--- src/rtl/counter_div_param.sv ---
// Prescaled up/down counter with a run-time terminal value, a divided-clock
// output that toggles on every count tick, and a one-cycle terminal-count pulse.
module counter_div_param #(
  parameter int WIDTH    = 4,
  parameter int PRESCALE = 2
) (
  input  logic             clk,
  input  logic             rst,
  input  logic             en,
  input  logic             up_dn,
  input  logic             load,
  input  logic [WIDTH-1:0] load_val,
  input  logic [WIDTH-1:0] max_val,
  output logic [WIDTH-1:0] counter,
  output logic             clk_d,
  output logic             tc
);

  // A 1-bit prescaler is kept even for PRESCALE=1; it then never leaves 0,
  // so every enabled edge is a tick.
  localparam int            PW   = (PRESCALE > 1) ? $clog2(PRESCALE) : 1;
  localparam logic [PW-1:0] PMAX = PW'(PRESCALE - 1);

  logic [PW-1:0]    psc;
  logic             tick;
  logic             wrap;
  logic [WIDTH-1:0] cnt_nxt;

  // Tick on the last prescaler phase of an enabled, non-load edge.
  always_comb begin
    tick = en && !load && (psc == PMAX);
  end

  // Next count value and wrap flag; values above max_val wrap immediately.
  always_comb begin
    wrap    = 1'b0;
    cnt_nxt = counter;
    if (up_dn) begin
      if (counter >= max_val) begin
        wrap    = 1'b1;
        cnt_nxt = '0;
      end else begin
        cnt_nxt = counter + WIDTH'(1);
      end
    end else begin
      if (counter == '0 || counter > max_val) begin
        wrap    = 1'b1;
        cnt_nxt = max_val;
      end else begin
        cnt_nxt = counter - WIDTH'(1);
      end
    end
  end

  // Prescaler: cleared by reset or load, advances only on enabled edges.
  always_ff @(posedge clk) begin
    if (rst) begin
      psc <= '0;
    end else if (load) begin
      psc <= '0;
    end else if (en) begin
      psc <= (psc == PMAX) ? '0 : psc + PW'(1);
    end
  end

  // Counter, divided clock and terminal-count pulse.
  always_ff @(posedge clk) begin
    if (rst) begin
      counter <= '0;
      clk_d   <= 1'b0;
      tc      <= 1'b0;
    end else if (load) begin
      counter <= load_val;
      tc      <= 1'b0;
    end else if (tick) begin
      counter <= cnt_nxt;
      clk_d   <= ~clk_d;
      tc      <= wrap;
    end else begin
      tc      <= 1'b0;
    end
  end

endmodule

--- config.mk ---
export PLATFORM = sky130hd
export DESIGN_NAME = counter_div_param
export DESIGN_NICKNAME = d
export VERILOG_FILES = /design/src/rtl/counter_div_param.sv
export SDC_FILE = /design/constraint.sdc
export NUM_CORES = 1
export LEC_CHECK = 0
export CAP_MARGIN = 40
export CORE_MARGIN = 2
export CORE_UTILIZATION = 44
export CTS_CLUSTER_SIZE = 8
export DETAILED_ROUTE_END_ITERATION = 10
export HOLD_SLACK_MARGIN = 0.03
export PLACE_DENSITY = 0.78
export SLEW_MARGIN = 20
export SYNTH_ARGS = -nofsm -noshare
export SYNTH_HDL_FRONTEND = slang
export SYNTH_SLANG_ARGS = --single-unit
--- constraint.sdc ---
create_clock -name clk -period 2.3 [get_ports clk]
set_clock_uncertainty 0.1 [all_clocks]
set_input_delay 0.46 -clock clk [delete_from_list [all_inputs] [get_ports clk]]
set_output_delay 0.46 -clock clk [all_outputs]
set_load 0.05 [all_outputs]
======== After elaboration in Yosys (flattened, before gate mapping) ========
Index checks and enable logic that the tools add are counted.
operators by class
  bitwise logic cells ..................... 3
  reductions and logical operators ........ 9
  multiplexer cells ....................... 9
  $add $sub $neg .......................... 3
  order comparisons ....................... 2
operators with widths
  operator             number
  $mux 4               5
  $add 4x1->4 const B  1
  $ge 4x4->1           1
  $gt 4x4->1           1
  $logic_not 4->1      1
  $mux 1               4
  $sub 4x1->4 const B  1
  $not 1->1            3
  $reduce_or 3->1      1
  $logic_and 1x1->1    2
  $reduce_and 2->1     1
  $reduce_bool 2->1    1
  $reduce_or 2->1      1
  $add 1x1->1 const B  1
  $logic_not 1->1      1
  $logic_or 1x1->1     1
storage, ports and cells
  output and inout bits ................... 6
  input bits .............................. 13
  word-level logic and storage cells ...... 30
  bits in registers ....................... 7

======== Depth between registers and ports, before layout ========
  word-level depth ........................ 6
  mapped depth ............................ 7
  depth with buffers taken out ............ 7

======== Least setup slack after synthesis ========
Ideal clock, no wire load.
  path kind ............................... register to register
  start point ............................. reg counter[1]
  end point ............................... reg counter[1]
  setup time .............................. 0.062 ns
  clock period less this slack ............ 2.317 ns
  required time ........................... 2.138 ns
  setup slack ............................. -0.017 ns
  path buffers ............................ 0
  arrival time ............................ 2.155 ns
  cell stages (with the launch flop) ...... 7
  path through ............................ dfxtp_1 > ha_1 > nor2b_1 > o211ai_1 > a21oi_1 > or4_1 > nand3_1
between the ends
  cells in the longest elaborated chain, start to end .. 6
RTL lines
  element                                        line  text
  start: declaration                             14    output logic [WIDTH-1:0] counter,
  start signal: assignment                       73    counter <= load_val;
  start signal: assignment                       76    counter <= cnt_nxt;
  $gt 4x4->1 or $logic_not 4->1 (tied branches)  46    if (counter == '0 || counter > max_val) begin
  $logic_or 1x1->1                               46
  $mux 4                                         46
  $mux 4 (*)                                     38    if (up_dn) begin
  $mux 4 (*)                                     75    end else if (tick) begin
  $mux 4 (*)                                     72    end else if (load) begin
Every way passes the cells marked *; elsewhere a longest branch is shown, timed or not. The select of a mux whose other input is x is not followed.
A chain may end at the register's enable or synchronous reset.

======== Worst setup path after layout ========
  start point ............................. in max_val[3]
  end point ............................... reg counter[1]
between the ends
  cells in the longest elaborated chain, start to end .. 6
RTL lines
  element             line  text
  start: declaration  13    input logic [WIDTH-1:0] max_val,
  $gt 4x4->1          46
  $logic_or 1x1->1    46
  $mux 4              46
  $mux 4 (*)          38
  $mux 4 (*)          75
  $mux 4 (*)          72
Marks and branches as above.

==> run metrics <==
CORE AREA=1300 um2; worst min-delay path category=register to register; Overflow after GRT=0; Post-DP HPWL=1300 um; leakage power=0.439 nW; CTS sink cnt=7; Layout Utilization=76.3%; die height=41.3 um; Ant. Diodes=0; Worst R2R Setup Slack=around 180 ps; Final Setup Violations=0; Initial Util=47.1%; final worst setup slack=80.6 ps; post-synthesis cell type count=27; Max clock buf depth=2; pin count of the biggest net entering global routing=9; status=finished, final reports clean; Max Fanout on Critical Path=4; critical hold path startpoint=clk_d; gr usage total=23.7%; M1 GR Usage=29.3%; Clock Root Buffer=clkbuf_4; antenna violations before repair=0; Netlist Area Pre-Place=~610 um2; CP startpoint kind=primary input; proportion of layout cells with a drive suffix above 1=around 25%; Warnings, synthesis=0; Placement Rows=13; via count=717; worst-margin pin slew=493 ps; drt first-iter violations=25; CP Launch Point=max_val[3]; largest vdd supply drop=0.300 mV; hold_buf cts=0; Pwr per Cell Area=509 nW/um2; met3 Resource Use GR=6.38%; Reg2Reg Depth=7; # port buffers=18; CTS H-Tree Depth=1; first-pass GRT wire length=between 2000 and 3000 um; clk_lat worst skew=260 ps; routed vias/inst=around 5.5; Area Growth Syn to Fin=62.0%; routability cong.=0.792; router iterations before antenna repair=4; Worst R2R End=counter[1]; critical path required time=2400 ps; Horiz. Die Dim=41.3 um; Max Clock Freq=451 MHz; Final Hold Viols=0; Place WS=-237 ps; Num CTS Buffers=3; FF+latch count, synth=7; IO Count=19; max-slew violations=0; Remaining DRCs=0; crit path to=counter[1]; die area=roughly 1700 um2; Final #Nets=135; Final min period=between 2000 and 2500 ps; Setup CP Type=primary input to register; Post-DRT Antenna Nets=0; Critical R2R Launch=counter[0]; total power draw=0.000505 W; Crit. End Element=register; crit path DAT=2320 ps; WL/cell=13.2 um; maxcap violations=0; register area share after synthesis=between 20% and 30%; syn_nets=97; Post-Syn Area per Cell=~7.9 um2; RSZ-0062 raised after global routing=no; relative slew slack=67.0%; met2 Usage GRT=between 40% and 50%; vias in the first global route=634; routed wire length=around 1700 um; Cells after Synth=78; Clk pin slew, worst setup/hold paths=60 ps; TritonCTS clock tree=done; global route hottest layer=met2; final critical-path share of the clock period=96.5%
## critical path, stage by stage
cell             delay (ps)
clkdlybuf4s50_1         490
inv_2                    50
ha_4                    260
o211ai_1                120
buf_4                   170
a21o_1                  180
or4_1                   510
nand3_1                  80
## cell families (layout without fill, tap and decap cells)
kind of cell / count (synthesis) / after routing / synth area share (%)
xor gates and xnor gates: 6 / 6 / 8.57
buffers and inverters: 9 / 46 / 5.51
adders and majority gates: 6 / 6 / 12.2
AOI/OAI and AO/OA: 22 / 22 / 24.7
muxes: 1 / 1 / 1.63
and+or+nand+nor: 27 / 27 / 24.5
DFF: 7 / 7 / 22.9
## per-layer routing
layer	wire length, um	vias up
met4	10	0
met3	86	2
li1	-	370
met2	808	21
met5	0	-
met1	809	324
## power breakdown
| group | switching (W) | internal, W | leakage, nW |
|---|---|---|---|
| logic | 0.000116 | 0.000129 | 0.366 |
| registers | 0.0000146 | 0.000130 | 0.0578 |
| clock network | 0.0000484 | 0.0000664 | 0.0150 |
## cells in the final DEF (no fill, tap or decap), types with 4 or more instances in the layout
cell             count
nand2_1              6
a21oi_1              5
inv_1                6
clkdlybuf4s50_1     16
ha_1                 4
nor2_1               5
dfxtp_1              6
xnor2_1              5
buf_4               16
## state kept, by name, summed over array words and instances (netlist names)
register  flops
psc           1
tc            1
clk_d         1
counter       4
## worst min-delay path by stage
| stage | to | slack [ps] | cells after the start |
|---|---|---|---|
| 2_1_floorplan | psc | 410 | 2 |
| 3_3_place_gp | clk_d | 410 | 2 |
| 3_5_place_dp | clk_d | 400 | 2 |
| 4_1_cts | clk_d | 430 | 2 |
| 5_1_grt | clk_d | 480 | 2 |
| 6_report | clk_d | 430 | 2 |
## synthesized netlist by cell type (all sizes together)
| cell type | n | area (um2) |
|---|---|---|
| inv | 8 | 30.0 |
| a21oi | 5 | 25.0 |
| a221oi | 3 | 26.3 |
| and2 | 1 | 8.76 |
| ha | 6 | 75.1 |
| o211ai | 1 | 7.51 |
| o21a | 2 | 15.0 |
| xnor2 | 5 | 43.8 |
| nor2b | 3 | 21.3 |
| a21o | 3 | 22.5 |
| a221o | 1 | 10.0 |
| nand4 | 1 | 6.26 |
| nor3 | 3 | 15.0 |
| nand2 | 6 | 22.5 |
| dfxtp | 7 | 140 |
| or3b | 1 | 11.3 |
| clkbuf | 1 | 3.75 |
| a211oi | 4 | 30.0 |
| xor2 | 1 | 8.76 |
| and4b | 1 | 10.0 |
| or4 | 2 | 15.0 |
| mux2i | 1 | 10.0 |
| o21ai | 3 | 15.0 |
| nand3 | 3 | 15.0 |
| nor2 | 5 | 18.8 |
| nor4 | 1 | 6.26 |
## timing repair
| item | 4_1_cts | 5_1_grt |
|---|---|---|
| resized for setup | 0 | 10 |
| endpoints found under the setup margin | 0 | 4 |
| buffers inserted | 0 | 5 |
## per-stage QoR
| stage | instance area, um2 | cells | setup TNS [ps] | hold WS (ps) |
|---|---|---|---|---|
| 5_1_grt | 993 | 130 | 0 | 479 |
| 2_1_floorplan | 614 | 78 | 0 | 414 |
| 3_3_place_gp | 892 | 121 | -704 | 409 |
| 3_5_place_dp | 892 | 121 | -788 | 405 |
| 6_report | 993 | 130 | 0 | 427 |
| 4_1_cts | 918 | 125 | 0 | 434 |
## cell type report
type                       count  area, um2
multi-input combinational     62        472
clock buffer                   4       26.3
sequential                     7        141
inverter                       8       30.0
fill                          94        308
timing repair buffer          34        305
tap                           15       18.8
Note: power is estimated with default switching activity, not from simulation.
